**src/rtl/mux_pkg.sv**
```systemverilog
// Shared constants for the word-multiplexer slice: default data width and
// select encoding.
package mux_pkg;

  localparam int unsigned MUX_WIDTH_DEFAULT = 8;

  localparam logic SEL_A = 1'b0;
  localparam logic SEL_B = 1'b1;

endpackage

```
**src/rtl/mux_sel_comb.sv**
```systemverilog
// Parameterised combinational two-way word selector; an unknown select
// yields an unknown word rather than a bitwise merge of the inputs.
module mux_sel_comb
  import mux_pkg::*;
#(
  parameter int unsigned WIDTH = MUX_WIDTH_DEFAULT
) (
  input  logic [WIDTH-1:0] a,
  input  logic [WIDTH-1:0] b,
  input  logic             sel,
  output logic [WIDTH-1:0] y
);

  always_comb begin
    y = 'x;
    case (sel)
      SEL_A:   y = a;
      SEL_B:   y = b;
      default: y = 'x;
    endcase
  end

endmodule

```
**src/rtl/mux_2to1.sv**
```systemverilog
// Two-input WIDTH-bit word mux with a combinational output, a registered
// copy of the selected word and select, and a registered select-change pulse.
module mux_2to1
  import mux_pkg::*;
#(
  parameter int unsigned     WIDTH     = MUX_WIDTH_DEFAULT,
  parameter logic [WIDTH-1:0] RESET_VAL = '0
) (
  input  logic             clk,
  input  logic             rst,
  input  logic [WIDTH-1:0] A,
  input  logic [WIDTH-1:0] B,
  input  logic             SEL,
  output logic [WIDTH-1:0] Y,
  output logic [WIDTH-1:0] Y_Q,
  output logic             SEL_Q,
  output logic             SEL_CHG
);

  logic [WIDTH-1:0] sel_word;

  mux_sel_comb #(
    .WIDTH(WIDTH)
  ) u_sel (
    .a  (A),
    .b  (B),
    .sel(SEL),
    .y  (sel_word)
  );

  assign Y = sel_word;

  // The change pulse compares against the pre-edge SEL_Q, so a select that
  // toggles every cycle holds SEL_CHG high continuously.
  always_ff @(posedge clk) begin
    if (rst) begin
      Y_Q     <= RESET_VAL;
      SEL_Q   <= SEL_A;
      SEL_CHG <= 1'b0;
    end else begin
      Y_Q     <= sel_word;
      SEL_Q   <= SEL;
      SEL_CHG <= (SEL != SEL_Q);
    end
  end

endmodule

```
**config.mk**
```make
export PLATFORM = sky130hd
export DESIGN_NAME = mux_2to1
export DESIGN_NICKNAME = d
export VERILOG_FILES = /design/src/rtl/mux_pkg.sv /design/src/rtl/mux_sel_comb.sv /design/src/rtl/mux_2to1.sv
export SDC_FILE = /design/constraint.sdc
export NUM_CORES = 1
export LEC_CHECK = 0
export ABC_AREA = 1
export CELL_PAD_IN_SITES_DETAIL_PLACEMENT = 0
export CELL_PAD_IN_SITES_GLOBAL_PLACEMENT = 1
export CORE_AREA = 2 2 39 41
export DETAILED_ROUTE_END_ITERATION = 12
export DIE_AREA = 0 0 41 43
export DONT_BUFFER_PORTS = 1
export PLACE_DENSITY_LB_ADDON = 0.1
export SLEW_MARGIN = 20
export SYNTH_ARGS = -nofsm -noshare
export SYNTH_HDL_FRONTEND = slang
export SYNTH_HIERARCHICAL = 1
export SYNTH_SLANG_ARGS = --single-unit
```
**constraint.sdc**
```tcl
create_clock -name clk -period 0.82 [get_ports clk]
set_input_delay 0.164 -clock clk [delete_from_list [all_inputs] [get_ports clk]]
set_output_delay 0.164 -clock clk [all_outputs]
set_load 0.03 [all_outputs]
```
Yosys cells after proc, flatten, opt, wreduce, memory -nomap -nowiden. Cells that the tools add are included.

Eq/ne operators: 1. Mux-type cells: 1. Bitwise logic cells: 1.

Operators with widths (count): 8-bit one-hot mux with 2 select lines (1); 1-bit != test (1); 1-bit inverter (1).

Bits in registers: 10. Input bits: 19. Output and inout port bits: 18. Word-level logic and storage cells: 6.

Logic depth before layout (Yosys ltp). Gate-level depths: netlist of run 1.

Depth in word-level cells: 2. Gate-level depth with buffers: 6. Mapped depth without buffers: 5.

Cells and area by module. Netlist of run 1, hierarchy kept.

Modules (own cells, without submodules): mux_2to1 (instances 1, cells an instance 34, area each 305.3 um2); mux_sel_comb (instances 1, cells an instance 26, area each 105.1 um2).

Worst setup path after synthesis of run 1. OpenSTA, ideal clock, no wires.

Kind: input-to-reg. Start: in SEL. End: reg Y_Q[0]. Setup time: 0.064 ns. Data arrival time: 0.786 ns. Setup slack: -0.030 ns. Stages on the path: 6. Buffers on the path: 1. Cell sequence: buf_6 -> inv_2 -> nand2_1 -> nand2_1 -> inv_1 -> nor2_1.

Longest elaborated chain between the ends: 2.

RTL lines: start: declaration (RTL line mux_2to1.sv:13) `input logic SEL,`; 1-bit inverter (RTL line mux_sel_comb.sv:16) `case (sel)`; 8-bit one-hot mux with 2 select lines (*) (RTL line mux_sel_comb.sv:16); via Y[0] (RTL line mux_2to1.sv:14) `output logic [WIDTH-1:0] Y,`; end signal: assignment (RTL line mux_2to1.sv:41) `Y_Q <= sel_word;`; end: declaration (RTL line mux_2to1.sv:15) `output logic [WIDTH-1:0] Y_Q,`.

The timed path passes the listed nets; every way through them passes the cells marked *. A chain may end at the register's enable or synchronous reset.

Final worst setup path of run 1.
Start: reg SEL_Q. End: out SEL_Q.

RTL lines: start: declaration (RTL line mux_2to1.sv:16) `output logic SEL_Q,`; start signal: assignment (RTL line mux_2to1.sv:38) `SEL_Q <= SEL_A;`; start signal: assignment (RTL line mux_2to1.sv:42) `SEL_Q <= SEL;`.

No word-level cell between the ends.

==> run summary, run 1 <==
outcome: finished, violations left
failing checks: negative setup slack
Pwr Total: 1.09 mW
Leakage Power: 0.285 nW
clock share of power: 0.299
Pwr per Cell Area: 2060 nW/um2
drt total wl: 944 um
Initial Util: 0.297
synthesized cell area: 410 um2
routability cong.: 0.538
worst r2r src: SEL_Q
Critical Path Source Type: register
DR vias: 356
Worst Setup End Kind: output pin
initial antenna violation count: 0
drt wl/cell: 11.7 um
IO Pins: 37
area grow syn2layout: 28.4%
final antenna-violating net count: 0
Cell variety after synth: 8
reg2reg setup slack: 100 ps
crit path max fanout: 2
GRT Total Usage: 0.129
DRC viols: 0
R2R cell count: 3
gr ovfl total: 0
crit path setup slack, layout: -55.1 ps
Worst Hold Launch: rst
Post-Synthesis Cells: 60
die footprint: 1760 um2
Initial DRT Pass Iterations: 2
minimum clock period: 875 ps
Layout Cells excl Fill: 81
total CTS buffers: 3
Sw Share: 0.329
worst path arrival time: 710 ps
antenna cells: 0
#FFs+latches synth: 10
Fin Hold WS: 29.1 ps
Min-Delay Path Class: in -> reg
Final Hold Fails: 0
RSZ-0062 raised after global routing: true
htree depth: 1
net count after synthesis: 79
port buffer count: 0
commonest non-fill, non-tap cell in the layout: nand2_1
placed cell count: 75
syn_area_per_cell: 6.84 um2
Detailed Route Iter0 Violations: 4
first-pass GRT wire length: 1.40 mm
Sink Count: 10
maxcap violations: 0
Final Max Slew Viols: 0
clock root buffer: clkbuf_4
Setup-failing EPs final: 1
CTS tree: done
fill count: 150
Reg clk slew, reported paths: 60 ps
commonest cells after routing, fill and taps aside: nand2_1, inv_1, dfxtp_4, nor2_1, nand2_2
vias in the first global route: 339
Max-slew headroom: 0.756
Worst path top cell family by delay: flip-flops
Hold EP: SEL_CHG
Achievable Freq: 1140 MHz
WHS Path Cells: 3
yosys warns: 6
Sw Pwr: 358 uW
CP Launch Point: SEL_Q
Internal: 730 uW
Reg power frac: 0.532
slew of the pin with the lowest slew margin: 366 ps
worst IR drop on VDD: 709 uV
Max clock buf depth: 2
die height: 43 um
Buffers & Inverters on Critical Path: 1
sequential-to-total area share from yosys stat: 0.488
Detailed Place HPWL: 655 um
largest net degree at the start of global routing: 13
FF-to-FF End: SEL_CHG
Cell Rows: 14
critical path data required time: 660 ps
Worst Skew: 0.0334 ps
combinational power share: 0.169
WS Path Type: reg -> out
final core utilization: 0.381
worst skew pair latency: 250 ps
fin nets: 86
Crit path largest cell delay: 330 ps
period utilisation layout: 1.07
share of cells above drive strength 1: 0.415
Slowest-stage cell, CP: dfxtp_2
Via density: 4.40
CP cell instances: buf_6
Die X: 41 um
core area: 1380 um2
power groups by stage:
stage,Sequential [mW],Clock (mW),Combinational [mW]
4_1_cts,0.579,0.341,0.185
5_1_grt,0.583,0.378,0.201
6_report,0.579,0.325,0.184
2_1_floorplan,0.600,0,0.163
3_5_place_dp,0.598,0,0.164
3_3_place_gp,0.598,0,0.163
Yosys cell counts:
cell type	n	area share
nand2_1	25	0.23
o21ai_2	1	0.021
inv_2	2	0.018
nor2_1	9	0.082
buf_6	2	0.055
inv_1	10	0.091
nor2_2	1	0.015
dfxtp_1	10	0.49
how the worst max path moves through the flow:
stage | slack [ps] | cells after the start | to
3_5_place_dp | 100 | 5 | Y_Q[0]
2_1_floorplan | 10 | 3 | SEL_CHG
4_1_cts | -60 | 1 | SEL_Q
3_3_place_gp | 120 | 5 | Y_Q[7]
6_report | -60 | 1 | SEL_Q
5_1_grt | -90 | 1 | SEL_Q
per-stage QoR:
stage                     TNS [ps]  instance area [um2]  setup slack, ps
after global routing          -315                  527            -91.5
after global placement           0                  435              118
after floorplan                  0                  430             13.4
after CTS                     -494                  524            -62.5
after detailed placement         0                  435              103
final                        -55.1                  527            -55.1
what timing repair did:
action	CTS	global route
hold buffers	2	0
setup endpoints to repair	10	19
buffers inserted	1	0
resized for setup	20	1
endpoints found under the hold margin	9	0
flip-flops by register name, summed over array words and instances (netlist names):
name / cells
Y_Q: 8
SEL_CHG: 1
SEL_Q: 1
logic make-up after synthesis:
family	Yosys count	share of synthesized area
buf+inv	14	0.165
simple gates	35	0.326
compound gates	1	0.0213
flops	10	0.488
final cells by class:
| class | instances | area, um2 | share of cell area |
|---|---|---|---|
| flip-flops and latches | 10 | 235 | 0.447 |
| multi-input cells | 36 | 163 | 0.309 |
| repair buffers | 4 | 41.3 | 0.0784 |
| inverters | 12 | 45.0 | 0.0855 |
| well taps | 16 | 20.0 | 0.0380 |
| clock buffers | 3 | 22.5 | 0.0428 |
layer usage:
metal | share of wire | global-route usage
met5 | 0 | 0
met4 | 0.011 | 0.100
met3 | 0.18 | 0.0785
met2 | 0.53 | 0.197
met1 | 0.28 | 0.113
Note: power is estimated with default switching activity, not from simulation.
==> run 2: changes to the inputs <==
--- a/config.mk
+++ b/config.mk
@@ -12,6 +12,7 @@
 export DETAILED_ROUTE_END_ITERATION = 12
 export DIE_AREA = 0 0 41 43
 export DONT_BUFFER_PORTS = 1
+export HOLD_SLACK_MARGIN = 0.1
 export PLACE_DENSITY_LB_ADDON = 0.1
 export SLEW_MARGIN = 20
 export SYNTH_ARGS = -nofsm -noshare
==> run 2 against run 1 <==
The run still ends with negative setup slack left. Clock-buffer cell count unchanged. Worst setup slack worse by 5.7 ps. Critical path depth unchanged. Cell count up 2.5%. First-iteration DRC count decreased by 100%. Non-clock buffer count increased by 2. Combinational power up 4%. Cell area is 3.8% higher. Sequential share of layout area fell by 1.6 points. Utilization up 1.4 points. Global-route usage shrank 0.62 points. Register-to-register slack barely moved.
==> run summary, run 2 (same netlist as run 1, synthesis figures left out) <==
outcome: finished, violations left (unchanged)
failing checks: negative setup slack (unchanged)
share of cells above drive strength 1: 0.403 (was 0.415)
first-pass GRT wire length: 1.37 mm (was 1.40 mm)
core area: 1380 um2 (unchanged)
busiest layer in global routing: met2 (unchanged)
Detailed Place HPWL: 655 um (unchanged)
routability cong.: 0.538 (unchanged)
DR vias: 362 (was 356)
Critical Path Source Type: register (unchanged)
Min-Delay Path Class: in -> reg (unchanged)
commonest cells after routing, fill and taps aside: nand2_1, inv_1, dfxtp_4, nor2_1, nand2_2 (unchanged)
die height: 43 um (unchanged)
Die X: 41 um (unchanged)
clock root buffer: clkbuf_4 (unchanged)
drt wl/cell: 11.3 um (was 11.7 um)
minimum clock period: 881 ps (was 875 ps)
area grow syn2layout: 33.2% (was 28.4%)
worst path arrival time: 720 ps (was 710 ps)
CP cell instances: buf_6 (unchanged)
final antenna-violating net count: 0 (unchanged)
Detailed Route Iter0 Violations: 0 (was 4)
antenna cells: 0 (unchanged)
Worst Skew: 0.0472 ps (was 0.0334 ps)
Top Registers: Y_Q: 8 flops, SEL_CHG: 1 flops, SEL_Q: 1 flops (unchanged)
Max clock buf depth: 2 (unchanged)
Initial DRT Pass Iterations: 1 (was 2)
crit path max fanout: 2 (unchanged)
Final Instance Area: 547 um2 (was 527 um2)
Pwr Total: 1.10 mW (was 1.09 mW)
Worst path top cell family by delay: flip-flops (unchanged)
Crit path largest cell delay: 340 ps (was 330 ps)
met2 Track Usage GR: 0.178 (was 0.197)
RSZ-0062 raised after global routing: true (unchanged)
slew of the pin with the lowest slew margin: 323 ps (was 366 ps)
Max-slew headroom: 0.784 (was 0.756)
Worst Setup End Kind: output pin (unchanged)
WS Path Type: reg -> out (unchanged)
M1 GR Usage: 0.116 (was 0.113)
DRC viols: 0 (unchanged)
Pwr per Cell Area: 2000 nW/um2 (was 2060 nW/um2)
initial antenna violation count: 0 (unchanged)
Sink Count: 10 (unchanged)
Setup-failing EPs final: 1 (unchanged)
CTS tree: done (unchanged)
Largest register FFs: 8 (unchanged)
Placed Area: 435 um2 (unchanged)
Achievable Freq: 1140 MHz (about the same)
largest net degree at the start of global routing: 12 (was 13)
maxcap violations: 0 (unchanged)
IO Pins: 37 (unchanged)
htree depth: 1 (unchanged)
Final Max Slew Viols: 0 (unchanged)
vias in the first global route: 346 (was 339)
critical path data required time: 660 ps (about the same)
met3 GRT Util: 0.0733 (was 0.0785)
largest register by flop count: Y_Q (unchanged)
total CTS buffers: 3 (unchanged)
drt total wl: 935 um (was 944 um)
GRT Total Usage: 0.122 (was 0.129)
port buffer count: 0 (unchanged)
Cell Rows: 14 (unchanged)
Post-Place Setup Slack: 103 ps (unchanged)
period utilisation layout: 1.07 (about the same)
Leakage Power: 0.295 nW (was 0.285 nW)
final core utilization: 0.395 (was 0.381)
worst IR drop on VDD: 674 uV (was 709 uV)
Slowest-stage cell, CP: dfxtp_2 (unchanged)
Initial Util: 0.297 (unchanged)
die footprint: 1760 um2 (unchanged)
Buffers & Inverters on Critical Path: 1 (unchanged)
crit path setup slack, layout: -60.8 ps (was -55.1 ps)
fin nets: 88 (was 86)
Via density: 4.36 (was 4.40)
Reg clk slew, reported paths: 60 ps (about the same)
gr ovfl total: 0 (unchanged)
worst skew pair latency: 260 ps (was 250 ps)
fill count: 147 (was 150)
Final Hold Fails: 0 (unchanged)
commonest non-fill, non-tap cell in the layout: nand2_1 (unchanged)
## run 2: cell types whose count changed in the layout (fill, tap and decap cells not counted)
cell | before | now
dlygate4sd3_1 | 1 | 3
## run 2: final timing paths
check,from,end,slack (ps),cells past startpoint
worst max-delay path,SEL_Q,SEL_Q,-60,1
worst min register to register,SEL_Q,SEL_CHG,590,3
worst max register to register,SEL_Q,SEL_CHG,100,3
worst min-delay path,A[1],Y_Q[1],230,4
## run 2: cell type report
cell class | count | area (um2) | area share
Clock buffer | 3 | 22.5 | 0.0412
Multi-Input combinational cell | 36 | 163 | 0.297
Inverter | 12 | 45.0 | 0.0824
Timing Repair Buffer | 6 | 61.3 | 0.112
Tap cell | 16 | 20.0 | 0.0366
Sequential cell | 10 | 235 | 0.430
## run 2: layer usage
layer	up-vias	wire (um)
met3	2	162
met1	147	286
met5	-	0
met4	0	10
li1	187	-
met2	26	475
## run 2: what timing repair did
item,4_1_cts,5_1_grt
endpoints found under the setup margin,10,18
hold buffers,4,0
gates resized for setup,20,1
hold endpoints to repair,10,0
buffers inserted,1,0
cloned,0,0
## run 2: per-stage QoR
stage | hold WS (ps) | cells | setup TNS (ps)
final | 234 | 83 | -60.8
after global routing | 239 | 83 | -252
after CTS | 228 | 83 | -209
after detailed placement | 239 | 75 | 0
after global placement | 237 | 75 | 0
after floorplan | 271 | 60 | 0
## run 2: where the power goes
part	leakage (nW)	total (mW)	internal (mW)	switching, mW
combinational	0.192	0.191	0.0564	0.134
clock	0.0138	0.326	0.169	0.157
sequential	0.0888	0.579	0.510	0.0680
## run 2: worst min-delay path: stages
cell and delay [ps]:
nand2_1 60, nand2_2 130, inv_1 80, nor2_1 30
==> run 3: changes to the inputs <==
--- a/config.mk
+++ b/config.mk
@@ -13,7 +13,7 @@
 export DIE_AREA = 0 0 41 43
 export DONT_BUFFER_PORTS = 1
 export HOLD_SLACK_MARGIN = 0.1
-export PLACE_DENSITY_LB_ADDON = 0.1
+export PLACE_DENSITY = 0.66
 export SLEW_MARGIN = 20
 export SYNTH_ARGS = -nofsm -noshare
 export SYNTH_HDL_FRONTEND = slang
==> constraint.sdc (replaced) <==
create_clock -name clk -period 0.9 [get_ports clk]
set_input_delay 0.18 -clock clk [delete_from_list [all_inputs] [get_ports clk]]
set_output_delay 0.18 -clock clk [all_outputs]
set_load 0.03 [all_outputs]
==> run 3 against run 2 <==
Clock power up 28%. Largest power group unchanged. Critical path type unchanged. Critical path depth is the same. Combinational power up 23%. Cell count up 4.8%. Critical endpoint unchanged. Clock skew barely moved. Worst hold slack worse by 67 ps. Sequential power is 6.7% lower. The run still ends with negative setup slack left. Global-route usage rose by 1.0 points. Utilization is 3.7 points higher.
==> run summary, run 3 (same netlist as run 1, synthesis figures left out) <==
outcome: finished, violations left (unchanged)
failing checks: negative setup slack (unchanged)
worst skew pair latency: 270 ps (was 260 ps)
WS Path Type: reg -> out (unchanged)
antenna cells: 0 (unchanged)
critical path data required time: 720 ps (was 660 ps)
GRT Total Usage: 0.133 (was 0.122)
Max clock buf depth: 2 (unchanged)
total CTS buffers: 3 (unchanged)
Final Instance Area: 598 um2 (was 547 um2)
Reg clk slew, reported paths: 70 ps (was 60 ps)
largest register by flop count: Y_Q (unchanged)
routability cong.: 0.584 (was 0.538)
largest net degree at the start of global routing: 11 (was 12)
Leakage Power: 0.336 nW (was 0.295 nW)
IO Pins: 37 (unchanged)
maxcap violations: 0 (unchanged)
Cell Rows: 14 (unchanged)
drt wl/cell: 10.5 um (was 11.3 um)
Worst Setup End Kind: output pin (unchanged)
crit path max fanout: 3 (was 2)
htree depth: 1 (unchanged)
CP cell instances: buf_6 (unchanged)
Initial Util: 0.297 (unchanged)
FF-to-FF End: SEL_CHG (unchanged)
Critical Path Source Type: register (unchanged)
DRC viols: 0 (unchanged)
RSZ-0062 raised after global routing: true (unchanged)
commonest cells after routing, fill and taps aside: nand2_1, dfxtp_2, inv_1, nor2_1, buf_12 (was nand2_1, inv_1, dfxtp_4, nor2_1, nand2_2)
commonest non-fill, non-tap cell in the layout: nand2_1 (unchanged)
CTS tree: done (unchanged)
gr ovfl total: 0 (unchanged)
reg2reg setup slack: 160 ps (was 100 ps)
Max-slew headroom: 0.737 (was 0.784)
Hold EP: Y_Q[6] (was Y_Q[1])
slew of the pin with the lowest slew margin: 394 ps (was 323 ps)
Via density: 4.17 (was 4.36)
Detailed Route Iter0 Violations: 2 (was 0)
clock root buffer: clkbuf_4 (unchanged)
worst r2r src: SEL_Q (unchanged)
WHS Path Cells: 4 (unchanged)
share of cells above drive strength 1: 0.352 (was 0.403)
Slowest-stage cell, CP: dfxtp_2 (unchanged)
Largest register FFs: 8 (unchanged)
core area: 1380 um2 (unchanged)
Detailed Place HPWL: 675 um (was 655 um)
fin nets: 91 (was 88)
Initial DRT Pass Iterations: 3 (was 1)
Top Registers: Y_Q: 8 flops, SEL_CHG: 1 flops, SEL_Q: 1 flops (unchanged)
Crit path largest cell delay: 350 ps (was 340 ps)
Worst path top cell family by delay: flip-flops (unchanged)
Final Max Slew Viols: 0 (unchanged)
worst path arrival time: 740 ps (was 720 ps)
minimum clock period: 922 ps
Achievable Freq: 1080 MHz
final core utilization: 0.432 (was 0.395)
Buffers & Inverters on Critical Path: 1 (unchanged)
first-pass GRT wire length: 1.48 mm (was 1.37 mm)
Die X: 41 um (unchanged)
drt total wl: 917 um (was 935 um)
final antenna-violating net count: 0 (unchanged)
area grow syn2layout: 45.7% (was 33.2%)
period utilisation layout: 1.02
Final Hold Fails: 0 (unchanged)
Min-Delay Path Class: in -> reg (unchanged)
Setup-failing EPs final: 1 (unchanged)
DR vias: 363 (was 362)
die height: 43 um (unchanged)
crit path setup slack, layout: -21.9 ps (was -60.8 ps)
Worst Hold Launch: B[6] (was A[1])
worst IR drop on VDD: 682 uV (was 674 uV)
Pwr Total: 1.19 mW (was 1.10 mW)
die footprint: 1760 um2 (unchanged)
R2R cell count: 3 (unchanged)
initial antenna violation count: 0 (unchanged)
Sink Count: 10 (unchanged)
Placed Area: 515 um2 (was 435 um2)
Fin Hold WS: 167 ps (was 234 ps)
Pwr per Cell Area: 1990 nW/um2 (was 2000 nW/um2)
port buffer count: 0 (unchanged)
vias in the first global route: 352 (was 346)
fill count: 139 (was 147)
Worst Skew: 0.0326 ps (was 0.0472 ps)
Final TNS setup: -21.9 ps (was -60.8 ps)
run 3: power breakdown:
group          internal (mW)  switching [mW]  total, mW
Sequential             0.477          0.0626      0.540
Clock                  0.246           0.172      0.418
Combinational          0.103           0.131      0.234
Total                  0.826           0.366       1.19
run 3: metrics by stage:
step                worst slack, ps  instances
floorplan                      33.9         60
global placement               97.2         80
detailed placement             62.8         80
CTS                           -53.3         86
global route                  -50.4         87
finish                        -21.9         87
run 3: how the worst max path moves through the flow:
stage          start  endpoint  slack, ps  cells after the start
6_report       SEL_Q     SEL_Q        -20                      1
5_1_grt        SEL_Q     SEL_Q        -50                      1
4_1_cts        SEL_Q     SEL_Q        -50                      1
3_5_place_dp     SEL    Y_Q[2]         60                      5
3_3_place_gp     SEL    Y_Q[7]        100                      5
2_1_floorplan    SEL    Y_Q[0]         30                      6
run 3: metal layers:
metal | GRT usage | vias to the layer above | share of wire
met1 | 0.123 | 150 | 0.35
met3 | 0.0681 | 2 | 0.11
met4 | 0.120 | 0 | 0.013
met5 | 0 | - | 0
li1 | - | 190 | -
met2 | 0.197 | 21 | 0.53
run 3: area by class of cell:
cell class,instances,area [um2],area share
flip-flops and latches,10,213,0.356
multi-input cells,36,143,0.238
repair buffers,9,141,0.236
inverters,12,45.0,0.0753
clock buffers,4,36.3,0.0607
well taps,16,20.0,0.0335
run 3: repair_timing:
| item | CTS | global route |
|---|---|---|
| pin swaps | 0 | 0 |
| cloned | 0 | 0 |
| setup buffers | 0 | 1 |
| gates resized for setup | 11 | 1 |
| setup endpoints to repair | 10 | 11 |
| hold endpoints to repair | 10 | 0 |
| hold buffers | 2 | 0 |
